$ cat src/rtl/huc6280_pkg.sv
// Shared HuC6280 peripheral definitions: timer states, register offsets, IRQ bit positions.
package huc6280_pkg;

    typedef enum logic {
        STOPPED = 1'b0,
        RUNNING = 1'b1
    } timer_state_t;

    localparam logic [1:0] TMR_RELOAD = 2'd0;
    localparam logic [1:0] TMR_CTRL   = 2'd1;
    localparam logic [1:0] INT_MASK   = 2'd2;
    localparam logic [1:0] INT_STAT   = 2'd3;

    localparam int IRQ2_BIT = 0;
    localparam int IRQ1_BIT = 1;
    localparam int TIQ_BIT  = 2;

    localparam int unsigned DEF_PRESCALE = 1024;

endpackage

$ cat src/rtl/timer_core.sv
// HuC6280 interval timer: prescaler, down-counter, STOPPED/RUNNING FSM and underflow pulse.
module timer_core
    import huc6280_pkg::*;
#(
    parameter int unsigned PRESCALE = DEF_PRESCALE,
    parameter int unsigned CNT_W    = 7
) (
    input  logic             clk,
    input  logic             reset_n,
    input  logic             i_reload_we,
    input  logic [CNT_W-1:0] i_reload,
    input  logic             i_ctrl_we,
    input  logic             i_ctrl_run,
    output logic [CNT_W-1:0] o_counter,
    output logic             o_underflow
);

    localparam int unsigned PS_W = (PRESCALE > 2) ? $clog2(PRESCALE) : 1;
    localparam logic [PS_W-1:0] PS_MAX = PS_W'(PRESCALE - 1);

    timer_state_t     r_state, w_state_d;
    logic [CNT_W-1:0] r_counter, w_counter_d;
    logic [CNT_W-1:0] r_reload, w_reload_d;
    logic [PS_W-1:0]  r_ps, w_ps_d;
    logic             w_underflow;

    always_ff @(posedge clk or negedge reset_n) begin
        if (!reset_n) begin
            r_state   <= STOPPED;
            r_counter <= '0;
            r_reload  <= '0;
            r_ps      <= PS_MAX;
        end else begin
            r_state   <= w_state_d;
            r_counter <= w_counter_d;
            r_reload  <= w_reload_d;
            r_ps      <= w_ps_d;
        end
    end

    // A stop write freezes the count on its edge; a run write while RUNNING is a no-op.
    always_comb begin
        w_state_d   = r_state;
        w_counter_d = r_counter;
        w_ps_d      = r_ps;
        w_underflow = 1'b0;
        w_reload_d  = i_reload_we ? i_reload : r_reload;
        if (i_ctrl_we && !i_ctrl_run) begin
            w_state_d = STOPPED;
        end else if (i_ctrl_we && (r_state == STOPPED)) begin
            w_state_d   = RUNNING;
            w_counter_d = r_reload;
            w_ps_d      = PS_MAX;
        end else if (r_state == RUNNING) begin
            if (r_ps != '0) begin
                w_ps_d = r_ps - 1'b1;
            end else begin
                w_ps_d = PS_MAX;
                if (r_counter == '0) begin
                    w_counter_d = r_reload;
                    w_underflow = 1'b1;
                end else begin
                    w_counter_d = r_counter - 1'b1;
                end
            end
        end
    end

    assign o_counter   = r_counter;
    assign o_underflow = w_underflow;

endmodule

$ cat src/rtl/timer_intc.sv
// HuC6280 timer + interrupt controller: chip-enable decode, mask/status registers, read mux,
// masked IRQ outputs.
module timer_intc
    import huc6280_pkg::*;
#(
    parameter int unsigned PRESCALE = DEF_PRESCALE,
    parameter int unsigned CNT_W    = 7
) (
    input  logic       clk,
    input  logic       reset_n,
    input  logic       RDY,
    input  logic       CET_n,
    input  logic       CECG_n,
    input  logic [1:0] addr,
    input  logic       wr_en,
    input  logic       rd_en,
    input  logic [7:0] d_in,
    output logic [7:0] d_out,
    input  logic       irq1_n,
    input  logic       irq2_n,
    output logic       tiq_req,
    output logic       irq1_req,
    output logic       irq2_req
);

    logic             w_acc, w_tmr_sel, w_int_sel;
    logic             w_tmr_wr, w_int_wr;
    logic             w_reload_we, w_ctrl_we, w_mask_we, w_ack;
    logic [CNT_W-1:0] w_counter;
    logic             w_underflow;
    logic [7:0]       w_rd_data;
    logic             w_unused;

    logic [7:0] r_dout;
    logic [2:0] r_mask;
    logic       r_tiq_pend;
    logic       r_irq1_s, r_irq2_s;

    // The timer enable takes priority should both enables ever be low together.
    assign w_tmr_sel = !CET_n;
    assign w_int_sel = CET_n && !CECG_n;
    assign w_acc     = RDY && (w_tmr_sel || w_int_sel);
    assign w_tmr_wr  = w_acc && wr_en && w_tmr_sel;
    assign w_int_wr  = w_acc && wr_en && w_int_sel;

    assign w_reload_we = w_tmr_wr && (addr[0] == TMR_RELOAD[0]);
    assign w_ctrl_we   = w_tmr_wr && (addr[0] == TMR_CTRL[0]);
    assign w_mask_we   = w_int_wr && (addr == INT_MASK);
    assign w_ack       = w_int_wr && (addr == INT_STAT);
    assign w_unused    = d_in[7];

    timer_core #(
        .PRESCALE (PRESCALE),
        .CNT_W    (CNT_W)
    ) u_timer_core (
        .clk         (clk),
        .reset_n     (reset_n),
        .i_reload_we (w_reload_we),
        .i_reload    (d_in[CNT_W-1:0]),
        .i_ctrl_we   (w_ctrl_we),
        .i_ctrl_run  (d_in[0]),
        .o_counter   (w_counter),
        .o_underflow (w_underflow)
    );

    always_comb begin
        w_rd_data = 8'h00;
        if (w_tmr_sel) begin
            w_rd_data = {{(8 - CNT_W){1'b0}}, w_counter};
        end else if (addr == INT_MASK) begin
            w_rd_data = {5'b0, r_mask};
        end else if (addr == INT_STAT) begin
            w_rd_data = {5'b0, r_tiq_pend, r_irq1_s, r_irq2_s};
        end
    end

    always_ff @(posedge clk or negedge reset_n) begin
        if (!reset_n) begin
            r_dout     <= 8'h00;
            r_mask     <= 3'b000;
            r_tiq_pend <= 1'b0;
            r_irq1_s   <= 1'b0;
            r_irq2_s   <= 1'b0;
        end else begin
            r_irq1_s <= !irq1_n;
            r_irq2_s <= !irq2_n;
            if (w_acc && rd_en) begin
                r_dout <= w_rd_data;
            end
            if (w_mask_we) begin
                r_mask <= d_in[2:0];
            end
            // Underflow set beats a same-edge acknowledge.
            if (w_underflow) begin
                r_tiq_pend <= 1'b1;
            end else if (w_ack) begin
                r_tiq_pend <= 1'b0;
            end
        end
    end

    assign d_out    = r_dout;
    assign tiq_req  = r_tiq_pend & !r_mask[TIQ_BIT];
    assign irq1_req = r_irq1_s & !r_mask[IRQ1_BIT];
    assign irq2_req = r_irq2_s & !r_mask[IRQ2_BIT];

endmodule
$ cat config.mk
export PLATFORM = sky130hd
export DESIGN_NAME = timer_intc
export DESIGN_NICKNAME = d
export VERILOG_FILES = /design/src/rtl/huc6280_pkg.sv /design/src/rtl/timer_core.sv /design/src/rtl/timer_intc.sv
export SDC_FILE = /design/constraint.sdc
export NUM_CORES = 1
export LEC_CHECK = 0
export CORE_ASPECT_RATIO = 1.2
export CORE_MARGIN = 2
export CORE_UTILIZATION = 48
export CTS_CLUSTER_SIZE = 20
export DETAILED_ROUTE_END_ITERATION = 16
export GPL_TIMING_DRIVEN = 1
export PLACE_DENSITY_LB_ADDON = 0.12
export SYNTH_ARGS = -nofsm -noshare
export SYNTH_HDL_FRONTEND = slang
export SYNTH_SLANG_ARGS = --single-unit
$ cat constraint.sdc
create_clock -name clk -period 1.9 [get_ports clk]
set_input_delay 0.19 -clock clk [delete_from_list [all_inputs] [get_ports clk]]
set_output_delay 0.19 -clock clk [all_outputs]
set_load 0.05 [all_outputs]
==> results by group <==
Global routing
  • Initial antenna violation count: 0
  • Grt total ovfl: 0
  • Via count of the first global-routing pass: 1760
  • Largest net degree at the start of global routing: 39
  • Global Route Usage Sum: approximately a quarter
  • First-pass GRT wire length: approximately 8300 um

Die
  • Die Wd: around 63 um
  • Number of top-level pins: 30
  • Starting Density: approximately half
  • Die area: between 4000 and 5000 sq um
  • Cell Rows: 25
  • Placeable Area: 4004 sq um
  • DIE HEIGHT: approximately 75 um

Yosys
  • Cell accounting for the most synthesized area: dfrtp_1
  • Synth Area per Inst: between 10 and 15 sq um
  • Cells after synthesis: 199
  • Register area share after synthesis: 47.62%
  • Post-synth EDFFs: 0
  • Top cell type's share of synthesized area: ~35%
  • Yosys cell types: 46
  • Register bit count reported by yosys: 38
  • Top cells by count, synth: dfrtp_1, nand2_1, inv_1, nor2_1, dfstp_2
  • Asr flop ratio synth: 100.0%
  • Yosys warns: 0
  • Largest cells by area after synthesis: dfrtp_1, dfstp_2, mux2_2
  • Syn Std Cell Area: 2023 sq um
  • Top_reg_cell synth: dfrtp_1
  • Syn nets: roughly 220
  • Most common cell in the synthesized netlist: dfrtp_1

CTS
  • CTS buffer count: 5
  • CTS tree: built
  • Clk_lat worst skew: 0.30 ns
  • Clock transition at path regs: approximately 0.070 ns
  • CTS Buffer Depth: 2
  • CTS sink cnt: 38
  • Clock root buffer master: clkbuf_8
  • Htree depth: 2

Layout
  • Final Cell Area: between 2000 and 3000 sq um
  • Share of cells above drive strength 1: 26.48%
  • Post-synthesis to final-layout area growth: 32.53%
  • # diodes: 0
  • Post-Layout Cell Count: 307
  • Nets@finish: roughly 270
  • Final core utilization: between 60% and 70%

Route
  • TritonRoute pass-1 iters: 4
  • DR DRC count: 0
  • Vias per Instance: 5.638
  • WL/cell: 16.21 um
  • Vias post-DR: roughly 1700
  • First DRT Iteration DRCs: 104
  • Post-route ant nets: 0
  • Final WL: 4976 um

Timing
  • Setup WS post-layout: -0.03563 ns
  • Final period util: 101.9%
  • Slew Limit Headroom: 66.38%
  • Fin crit period: between 1.5 and 2 ns
  • TNS Setup: -0.04870 ns
  • RSZ-0062 raised after global routing: true
  • Final Skew: ~0.0073 ns
  • Fin. Hold Viols: 0
  • Worst slew pin tran: between 0.5 and 0.6 ns
  • Pins over their slew limit: 0
  • Max Fclk: 0.5166 GHz
  • Finish-stage setup viols: 2
  • Hold Slack: 0.3158 ns

Critical path
  • Crit Path Class: reg -> reg
  • R2R Setup Slk: -0.04 ns
  • Startpoint Class: flip-flop
  • Critical path arrival: 2.18 ns
  • CP max FO: 6
  • WP data required: around 2.1 ns
  • CP Capture Type: flip-flop

Power
  • Seq pwr share: 41.8%
  • P_int: between 1.5 and 2 mW
  • Power share of the combinational group: between 40 and 50%
  • Clock power frac: 17.8%
  • Max IR drop VDD: 654.7 uV
  • P_sw: between 1 and 1.5 mW
  • Net Sw Frac: between 30% and 40%
  • Pleak: about 1.1 nW
  • PwrDens: around 1100 nW/um^2
  • Pwr Total: ~3.0 mW

Placed design
  • Detailed placement HPWL: approximately 3700 um
  • # port buffers: 27
  • GP Congestion: about 0.9
  • Pre-CTS setup slack: -0.03706 ns
  • # placed instances: a little under 300
  • DP Area: 2556 sq um

Flow run
  • Count of max-cap constraint violations: 0

Outcome
  • Status: finished with violations
  • Violated checks: negative setup slack

Min path
  • HP Class: in -> async
[routing by layer]
metal / track usage (%) / routed length, um / vias up
met3: 5.232 / 154 / 12
met4: 10.87 / 124 / 0
li1: - / - / 832
met5: 0 / 0 / -
met1: 26.83 / 2038 / 850
met2: 42.08 / 2659 / 37
[worst max-delay path, stage by stage, from the launching register on]
cell and delay, ns:
dfstp_2 0.38, inv_2 0.06, ha_4 0.13, or4b_4 0.51, or4_4 0.44, a211o_1 0.31
nand2_1 0.06
[kinds of logic after synthesis]
family | Yosys count | synth area share [%]
and+or+nand+nor | 70 | 18.00
AOI/OAI and AO/OA | 46 | 18.24
DFF | 38 | 47.62
buffers and inverters | 23 | 4.638
muxes | 18 | 9.462
adders and majority gates | 3 | 1.855
other | 1 | 0.1854
[power by group through the flow]
stage | sequential [mW] | clock [mW] | combinational, mW
6_report | 1.26 | 0.536 | 1.22
5_1_grt | 1.29 | 0.581 | 1.34
3_3_place_gp | 1.25 | 0 | 1.16
3_5_place_dp | 1.27 | 0 | 1.19
4_1_cts | 1.25 | 0.550 | 1.22
2_1_floorplan | 1.35 | 0 | 0.585
[flip-flops by register name, indices dropped and copies added, names as in the netlist]
signal	cells
d_out	7
r_irq1_s	1
r_irq2_s	1
r_mask	3
r_tiq_pend	1
u_timer_core.o_counter	7
u_timer_core.r_ps	10
u_timer_core.r_reload	7
u_timer_core.r_state	1
[placed cells by master (no fill, tap or decap), types with 5 or more instances in the layout]
| master | netlist | routed |
|---|---|---|
| dfrtp_1 | 28 | 28 |
| clkdlybuf4s50_1 | 0 | 26 |
| buf_4 | 1 | 25 |
| nand2_1 | 18 | 17 |
| inv_1 | 14 | 12 |
| nor2_1 | 13 | 12 |
| dfstp_2 | 10 | 10 |
| nor3_1 | 9 | 9 |
| mux2i_1 | 9 | 9 |
| mux2_2 | 9 | 9 |
| o21ai_0 | 7 | 6 |
| clkbuf_8 | 0 | 5 |
[final cells by class]
| cell class | count | area [sq um] |
|---|---|---|
| fill | 331 | 1323 |
| multi-input combinational | 138 | 1012 |
| clock buffer | 6 | 72.57 |
| clock inverter | 2 | 10.01 |
| timing repair buffer | 55 | 503.0 |
| tap | 54 | 67.56 |
| sequential | 38 | 963.4 |
| inverter | 14 | 52.55 |
[repair_timing]
action | in CTS | in global routing
buffers inserted | 1 | 0
resized for setup | 5 | 5
pin swaps | 2 | 0
setup endpoints to repair | 9 | 14
hold buffers | 0 | 0
[final timing paths]
path                                        end  cells past startpoint            startpoint
setup / recovery           u_timer_core.r_ps[8]                      6  u_timer_core.r_ps[1]
hold / removal             u_timer_core.r_state                      2               reset_n
setup reg to reg           u_timer_core.r_ps[8]                      6  u_timer_core.r_ps[1]
hold reg to reg                        d_out[5]                      2              d_out[5]
max in group asynchronous  u_timer_core.r_ps[0]                      2               reset_n
min in group clk                       r_irq1_s                      2                irq1_n
No activity file was read; power rests on OpenSTA's default activity.
